$ cat src/rtl/branch_sequencer_pkg.sv
// Shared encodings for the SPARC V8 fetch/PC sequencer: extender selects,
// instruction field constants, Bicc condition codes and the sequencer states.
package branch_sequencer_pkg;

    localparam logic [2:0] SE_SIMM13   = 3'd0;
    localparam logic [2:0] SE_SIMM22   = 3'd1;
    localparam logic [2:0] SE_SIMM30   = 3'd2;
    localparam logic [2:0] SE_DISP30X4 = 3'd3;
    localparam logic [2:0] SE_IMM22    = 3'd4;
    localparam logic [2:0] SE_DISP22X4 = 3'd5;

    localparam logic [1:0] OP_FMT2  = 2'b00;
    localparam logic [1:0] OP_CALL  = 2'b01;
    localparam logic [1:0] OP_ARITH = 2'b10;
    localparam logic [1:0] OP_MEM   = 2'b11;

    localparam logic [2:0] OP2_BICC  = 3'b010;
    localparam logic [2:0] OP2_SETHI = 3'b100;

    localparam logic [5:0] OP3_JMPL = 6'b111000;

    localparam logic [3:0] COND_BN   = 4'h0;
    localparam logic [3:0] COND_BE   = 4'h1;
    localparam logic [3:0] COND_BLE  = 4'h2;
    localparam logic [3:0] COND_BL   = 4'h3;
    localparam logic [3:0] COND_BLEU = 4'h4;
    localparam logic [3:0] COND_BCS  = 4'h5;
    localparam logic [3:0] COND_BNEG = 4'h6;
    localparam logic [3:0] COND_BVS  = 4'h7;
    localparam logic [3:0] COND_BA   = 4'h8;
    localparam logic [3:0] COND_BNE  = 4'h9;
    localparam logic [3:0] COND_BG   = 4'hA;
    localparam logic [3:0] COND_BGE  = 4'hB;
    localparam logic [3:0] COND_BGU  = 4'hC;
    localparam logic [3:0] COND_BCC  = 4'hD;
    localparam logic [3:0] COND_BPOS = 4'hE;
    localparam logic [3:0] COND_BVC  = 4'hF;

    typedef enum logic [1:0] {
        ST_FETCH  = 2'd0,
        ST_DECODE = 2'd1,
        ST_EXEC   = 2'd2,
        ST_UPDATE = 2'd3
    } seq_state_t;

    // Format-3 with i=1 wants simm13, which is also the fallback encoding.
    function automatic logic [2:0] se_sel_for(input logic [1:0] op, input logic [2:0] op2);
        logic [2:0] sel;
        sel = SE_SIMM13;
        if (op == OP_CALL)
            sel = SE_DISP30X4;
        else if (op == OP_FMT2 && op2 == OP2_BICC)
            sel = SE_DISP22X4;
        else if (op == OP_FMT2 && op2 == OP2_SETHI)
            sel = SE_IMM22;
        return sel;
    endfunction

endpackage

$ cat src/rtl/branch_sequencer_cond.sv
// Bicc condition evaluator: cond[3] inverts the base test selected by cond[2:0].
module bicc_cond_eval
    import branch_sequencer_pkg::*;
(
    input  logic [3:0] cond,
    input  logic [3:0] icc,
    output logic       taken
);

    logic n, z, v, c;
    logic base;

    assign n = icc[3];
    assign z = icc[2];
    assign v = icc[1];
    assign c = icc[0];

    always_comb begin
        base = 1'b0;
        case (cond[2:0])
            COND_BE[2:0]:   base = z;
            COND_BLE[2:0]:  base = z | (n ^ v);
            COND_BL[2:0]:   base = n ^ v;
            COND_BLEU[2:0]: base = c | z;
            COND_BCS[2:0]:  base = c;
            COND_BNEG[2:0]: base = n;
            COND_BVS[2:0]:  base = v;
            default:        base = 1'b0;
        endcase
        taken = base ^ cond[3];
    end

endmodule

$ cat src/rtl/branch_sequencer.sv
// Fetch/PC sequencer: one instruction in flight, PC/nPC delay-slot update,
// Bicc/CALL/JMPL targets and annulled-slot squashing.
module branch_sequencer
    import branch_sequencer_pkg::*;
#(
    parameter logic [31:0] RESET_PC = 32'h0000_0000
)
(
    input  logic        clk,
    input  logic        reset_n,
    output logic        fetch_req,
    output logic [31:0] fetch_addr,
    input  logic        fetch_ack,
    input  logic [31:0] fetch_data,
    output logic [31:0] ir,
    output logic        issue,
    input  logic        exec_done,
    input  logic [3:0]  icc,
    input  logic [31:0] jmpl_target,
    output logic [2:0]  se_sel,
    input  logic [31:0] ext_imm,
    output logic [31:0] pc,
    output logic [31:0] npc,
    output logic        annulled
);

    seq_state_t state, state_nxt;

    logic [3:0]  icc_q;
    logic [29:0] jt_q;
    logic [31:0] imm_q;

    logic        fetch_take, exec_take;
    logic [1:0]  op;
    logic [2:0]  op2;
    logic [5:0]  op3;
    logic [3:0]  cond;
    logic        a_bit;
    logic        is_bicc, is_call, is_jmpl;
    logic        cond_taken;
    logic        br_taken, br_annul;
    logic [31:0] br_target;

    assign op    = ir[31:30];
    assign op2   = ir[24:22];
    assign op3   = ir[24:19];
    assign cond  = ir[28:25];
    assign a_bit = ir[29];

    assign is_bicc = (op == OP_FMT2)  && (op2 == OP2_BICC);
    assign is_call = (op == OP_CALL);
    assign is_jmpl = (op == OP_ARITH) && (op3 == OP3_JMPL);

    // se_sel stays valid through EXEC so ext_imm is still right when exec_done lands.
    assign se_sel     = se_sel_for(op, op2);
    assign fetch_addr = pc;
    assign issue      = (state == ST_DECODE);

    // fetch_req is registered, so the first cycle out of reset never accepts an ack.
    assign fetch_take = (state == ST_FETCH) && fetch_req && fetch_ack;
    assign exec_take  = (state == ST_EXEC) && exec_done;

    bicc_cond_eval u_cond (
        .cond  (cond),
        .icc   (icc_q),
        .taken (cond_taken)
    );

    always_comb begin
        state_nxt = state;
        case (state)
            ST_FETCH:  if (fetch_take) state_nxt = annulled ? ST_UPDATE : ST_DECODE;
            ST_DECODE: state_nxt = ST_EXEC;
            ST_EXEC:   if (exec_take) state_nxt = ST_UPDATE;
            ST_UPDATE: state_nxt = ST_FETCH;
            default:   state_nxt = ST_FETCH;
        endcase
    end

    // A squashed slot sequences like a plain instruction whatever its encoding.
    always_comb begin
        br_taken  = 1'b0;
        br_annul  = 1'b0;
        br_target = pc + imm_q;
        if (!annulled) begin
            if (is_call) begin
                br_taken = 1'b1;
            end else if (is_jmpl) begin
                br_taken  = 1'b1;
                br_target = {jt_q, 2'b00};
            end else if (is_bicc) begin
                br_taken = cond_taken;
                br_annul = a_bit && (!cond_taken || cond == COND_BA);
            end
        end
    end

    always_ff @(posedge clk or negedge reset_n) begin
        if (!reset_n) begin
            state     <= ST_FETCH;
            pc        <= RESET_PC;
            npc       <= RESET_PC + 32'd4;
            ir        <= '0;
            fetch_req <= 1'b0;
            annulled  <= 1'b0;
            icc_q     <= '0;
            jt_q      <= '0;
            imm_q     <= '0;
        end else begin
            state     <= state_nxt;
            fetch_req <= (state_nxt == ST_FETCH);
            if (fetch_take)
                ir <= fetch_data;
            if (exec_take) begin
                icc_q <= icc;
                jt_q  <= jmpl_target[31:2];
                imm_q <= ext_imm;
            end
            if (state == ST_UPDATE) begin
                pc       <= npc;
                npc      <= br_taken ? br_target : npc + 32'd4;
                annulled <= br_annul;
            end
        end
    end

endmodule

$ cat config.mk
export PLATFORM = sky130hd
export DESIGN_NAME = branch_sequencer
export DESIGN_NICKNAME = d
export VERILOG_FILES = /design/src/rtl/branch_sequencer_pkg.sv /design/src/rtl/branch_sequencer_cond.sv /design/src/rtl/branch_sequencer.sv
export SDC_FILE = /design/constraint.sdc
export NUM_CORES = 1
export LEC_CHECK = 0
export ABC_AREA = 1
export CAP_MARGIN = 10
export CORE_ASPECT_RATIO = 2
export CORE_MARGIN = 3
export CORE_UTILIZATION = 50
export CTS_BUF_LIST = sky130_fd_sc_hd__clkbuf_4 sky130_fd_sc_hd__clkbuf_8 sky130_fd_sc_hd__clkbuf_16
export DETAILED_ROUTE_END_ITERATION = 6
export PLACE_DENSITY = 0.8
export SYNTH_ARGS = -nofsm -noshare
export SYNTH_HDL_FRONTEND = slang
export SYNTH_SLANG_ARGS = --single-unit
$ cat constraint.sdc
create_clock -name clk -period 2.3 [get_ports clk]
set_clock_uncertainty 0.05 [all_clocks]
set_input_delay 0.46 -clock clk [delete_from_list [all_inputs] [get_ports clk]]
set_output_delay 0.46 -clock clk [all_outputs]
set_load 0.01 [all_outputs]
Word-level counts from Yosys, hierarchy flattened

Cells that the tools add are included.
W data, S select, Z words.

Bits in writable memories: 0
Word-level logic and storage cells: 63
Register bits after elaboration: 166
Memory bits (read-only): 0
Output and inout port bits: 134
Bits in latches: 0
Input port bits: 104
Memories kept: 0

Reductions and logical operators: 12
Magnitude comparators: 0
Bitwise logic cells: 4
Mux-type cells: 20
Add/subtract/negate cells: 2
Shift operators: 0
Equality and inequality tests: 16
Divide/modulo/power cells: 0
Multiply operators: 0

Operator list:

| cell                    | number |
|---|---|
| $mux W32                | 4 |
| $add A32 B3 Y32 const B | 1 |
| $add A32 B32 Y32        | 1 |
| $eq A3 B3 Y1 const B    | 5 |
| $eq A3 B2 Y1 const B    | 3 |
| $mux W3                 | 3 |
| $mux W1                 | 8 |
| $pmux W2 S4             | 1 |
| $logic_and A1 B1 Y1     | 7 |
| $pmux W1 S7             | 1 |
| $eq A2 B2 Y1 const B    | 3 |
| $eq A6 B6 Y1 const B    | 1 |
| $logic_not A2 Y1        | 3 |
| $mux W2                 | 3 |
| $eq A2 B1 Y1 const B    | 2 |
| $eq A4 B4 Y1 const B    | 1 |
| $eq A3 B1 Y1 const B    | 1 |
| $or A1 B1 Y1            | 2 |
| $xor A1 B1 Y1           | 2 |
| $logic_not A1 Y1        | 1 |
| $logic_or A1 B1 Y1      | 1 |

Depth between registers and ports, before layout

Depth in word-level cells: 11
Depth in mapped cells: 17
Gate-level depth less buffers: 17

Modules after synthesis

A second synthesis with hierarchy kept.

Cell total of the unflattened synthesis: 1341
Area, all modules: 10222.3 sq um

By module, submodules not included:

| module           | cells each | area an instance (sq um) | sequential area each (sq um) | instances |
|---|---|---|---|---|
| branch_sequencer | 1316       | 10121.0                  | 4155.2                       | 1 |
| bicc_cond_eval   | 25         | 101.3                    | 0.0                          | 1 |

Least setup slack after synthesis

OpenSTA, ideal clock, no wires.

Path type: register -> register
Start point: register pc[0] (netlist: fetch_addr[0])
End point: register npc[8]
Path buffers: 0
Clock period less this slack: 2.105 ns
Data arrival time: 1.926 ns
Stages on the path, launching flop included: 15
Path slack: 0.195 ns
Required time: 2.120 ns
Setup time: 0.130 ns
Path through: dfrtp_1 ha_1 inv_1 fa_1 inv_1 nand3_1 nand3_1 nand2_1 nand2_1 or2_2 nand3_1 nand2_1 nand3b_1 nand3_1 o21ai_1

Longest elaborated chain between the ends: 5

RTL lines:

| element                | line                    | source |
|---|---|---|
| start, declared        | branch_sequencer.sv:22  | `output logic [31:0] pc,` |
| start signal, assigned | branch_sequencer.sv:120 | `pc <= npc;` |
| $add A32 B32 Y32 (*)   | branch_sequencer.sv:84  | `br_target = pc + imm_q;` |
| $mux W32               | branch_sequencer.sv:88  | `end else if (is_jmpl) begin` |
| $mux W32               | branch_sequencer.sv:86  | `if (is_call) begin` |
| $mux W32 (*)           | branch_sequencer.sv:85  | `if (!annulled) begin` |
| $mux W32 (*)           | branch_sequencer.sv:121 | `npc <= br_taken ? br_target : npc + 32'd4;` |
| end signal, assigned   | branch_sequencer.sv:102 | `npc <= RESET_PC + 32'd4;` |
| end signal, assigned   | branch_sequencer.sv:121 |  |
| end, declared          | branch_sequencer.sv:23  | `output logic [31:0] npc,` |

Every way passes the cells marked *; elsewhere a longest branch is shown, timed or not.
A chain may end at the register's enable or synchronous reset.

Worst setup path in the final report

Start point: register pc[9] (netlist: fetch_addr[9])
End point: register npc[24]

Same word-level chain as after synthesis.

==> impl_metrics.env <==
export IMPL_hold_class="reg -> reg"
export IMPL_synth_avg_cell_area_um2=7.63
export IMPL_power_density_nw_per_um2=1540
export IMPL_ys_seq_elements=166
export IMPL_gp_congestion=0.967
export IMPL_synth_edf_count=0
export IMPL_path_max_fanout=5
export IMPL_maxSlewHeadroom=0.649
export IMPL_ir_worst_vdd_mv=0.831
export IMPL_die_w_um=109
export IMPL_worstPathRequired_ns=2.59
export IMPL_synthesis_nets=1520
export IMPL_portBuffers=235
export IMPL_grt_total_usage=0.308
export IMPL_ys_top_cells_by_area="dfrtp_1 39%, nand2_1 15%, mux2_2 7.5%"
export IMPL_critPathArrivalTime_ns=2.52
export IMPL_first_global_vias=10730
export IMPL_critPathLaunchType="flip-flop"
export IMPL_io_pins=238
export IMPL_status="complete, no violations"
export IMPL_final_util=0.716
export IMPL_dr_pass1_iters=5
export IMPL_antenna_found_initial=0
export IMPL_antenna_cells=0
export IMPL_drv_slew=0
export IMPL_wl_per_cell_um=17.7
export IMPL_drtAntennaViolNets=0
export IMPL_post_dp_hpwl_um=27200
export IMPL_drc=0
export IMPL_synthDistinctLibCells=48
export IMPL_cts_tree="built"
export IMPL_design_area_um2=14700
export IMPL_min_period_ns=2.23
export IMPL_grt_first_pass_wirelength_um=53900
export IMPL_grt_use_met1=0.311
export IMPL_synthTopCellsByCount="418 x nand2_1, 165 x dfrtp_1, 153 x inv_1, 140 x nor2_1, 78 x nand3_1"
export IMPL_fin_setup_tns_ns=0
export IMPL_grt_setup_unrepaired="true"
export IMPL_nets=1822
export IMPL_fmax_mhz=449
export IMPL_drt_iter0_markers=710
export IMPL_syn_inst=1379
export IMPL_synth_seq_area_share=0.395
export IMPL_fill_cells=1678
export IMPL_synth_most_common_cell="nand2_1"
export IMPL_vias=10413
export IMPL_drv_cap=0
export IMPL_synth_area_um2=10500
export IMPL_worstSetupEndpointType="flip-flop"
export IMPL_setup_violations=0
export IMPL_start_util=0.512
export IMPL_coreArea_um2=20600
export IMPL_root_buffer="clkbuf_16"
export IMPL_area_delta_synth_final_pct=39.9
export IMPL_numCtsBuffers=17
export IMPL_synth_largest_area_cell="dfrtp_1"
export IMPL_die_area_um2=22900
export IMPL_grtUsageMet3=0.0624
export IMPL_htreeDepth=4
export IMPL_clockBufferDepth=2
export IMPL_place_area_um2=13700
export IMPL_met2_usage=0.567
export IMPL_drt_wl_total_um=34700
export IMPL_clock_sinks=166
export IMPL_top_usage_layer="met2"
export IMPL_drive_gt1_frac=0.202
export IMPL_p_leak_nw=7.14
export IMPL_grt_ovfl_total=0
export IMPL_yosys_most_used_dff="dfrtp_1"
export IMPL_whs_ns=0.457
export IMPL_worstMarginPinSlew_ns=0.527
export IMPL_clk_latency_ns=0.45
export IMPL_finalCritPeriodShare=0.968
export IMPL_yosys_warnings=0
export IMPL_power_total_w=0.0227
export IMPL_clkTransAtPathRegs_ns=0.07
export IMPL_fp_row_count=74
export IMPL_synth_top_area_frac=0.393
export IMPL_report_final_hold_viol_count=0
export IMPL_path_class="reg -> reg"
export IMPL_synthArstFlopShare=1.00
export IMPL_viasPerCell=5.31
export IMPL_grt_max_degree=51
export IMPL_die_h_um=211
-- final timing paths --
kind	start	slack, ns	end	depth (start not counted)
setup reg to reg	fetch_addr[9]$_DFFE_PN0P_	0.07	npc[24]$_DFFE_PN0P_	12
max in group asynchronous	reset_n	0.99	npc[2]$_DFFE_PN1P_	3
hold / removal	ir[10]$_DFFE_PN0P_	0.46	ir[10]$_DFFE_PN0P_	1
hold reg to reg	ir[10]$_DFFE_PN0P_	0.46	ir[10]$_DFFE_PN0P_	1
min in group asynchronous	reset_n	0.52	fetch_addr[26]$_DFFE_PN0P_	2
setup / recovery	fetch_addr[9]$_DFFE_PN0P_	0.07	npc[24]$_DFFE_PN0P_	12
-- repair_timing --
action                                  CTS  global route
pin swaps                                 1            24
hold endpoints to repair                 45             0
endpoints found under the setup margin   17            26
setup buffers                             1             3
hold buffers                              1             0
resized for setup                        10            78
-- per-stage QoR --
stage / std cells / worst slack, ns
4_1_cts: 1957 / 0.00765
3_3_place_gp: 1923 / -0.0111
6_report: 1960 / 0.0737
5_1_grt: 1960 / -0.0877
3_5_place_dp: 1923 / -0.0584
2_1_floorplan: 1379 / 0.195
-- where the power goes --
group	switching [W]	internal, W
logic	0.00766	0.00672
clock network	0.00122	0.00155
registers	0.00126	0.00430
total	0.0101	0.0126
-- layout make-up --
class	count	area, um^2	share of cell area
Clock buffer	20	460	0.0313
Clock inverter	12	104	0.00706
Inverter	159	597	0.0406
Multi-Input combinational cell	983	5750	0.391
Sequential cell	166	4160	0.283
Tap cell	266	333	0.0226
Timing Repair Buffer	354	3310	0.225
-- flip-flops by register name (all words and copies together) (netlist names) --
name,cells
annulled,1
fetch_addr,32
fetch_req,1
icc_q,4
imm_q,32
ir,32
jt_q,30
npc,32
state,2
-- worst max-delay path, cell delays in order (launching register included) --
cell and delay (ns):
dfrtp_1 0.39, ha_1 0.36, nand2_1 0.09, nand2_1 0.10, a21oi_2 0.25, buf_4 0.16, nor2_1 0.04, o21bai_1 0.20
nand3_1 0.09, nand2_1 0.07, nand3_1 0.14, nand3_2 0.13, a21oi_2 0.05
-- cells in the final DEF (no fill, tap or decap), types with 7 or more instances in the layout --
master           synthesis  routed
nand2_1                418     397
clkdlybuf4s50_1          0     231
dfrtp_1                165     165
inv_1                  153     149
nor2_1                 140     127
buf_4                   33     113
mux2_2                  70      70
nand3_1                 78      69
a21oi_1                 53      45
o21ai_0                 32      29
nand2_2                  5      22
nand4_1                 20      20
ha_1                    36      19
nor3_1                  19      18
xor2_1                  18      18
o21ai_1                 14      17
clkbuf_16                0      17
nor2_2                   3      15
nand3_2                  7      14
ha_4                     0      14
a21oi_2                  5      13
inv_2                    6      10
nand3b_1                10      10
xnor2_1                  9       9
nand2_4                  3       7
-- per-layer routing --
metal / share of wire / wire, um
met4: 0.060 / 2090
met1: 0.34 / 11800
met2: 0.55 / 19000
met3: 0.054 / 1870
met5: 0 / 0
-- logic make-up (layout without fill, tap and decap cells) --
logic type,after synthesis,after routing,share of synthesized area
buffers and inverters,230,545,0.0974
adders and majority gates,37,37,0.0447
and+or+nand+nor,727,727,0.301
muxes,70,70,0.0750
xor gates and xnor gates,27,27,0.0225
DFF,166,166,0.395
AOI/OAI and AO/OA,122,122,0.0644
Note: power is estimated with default switching activity, not from simulation.
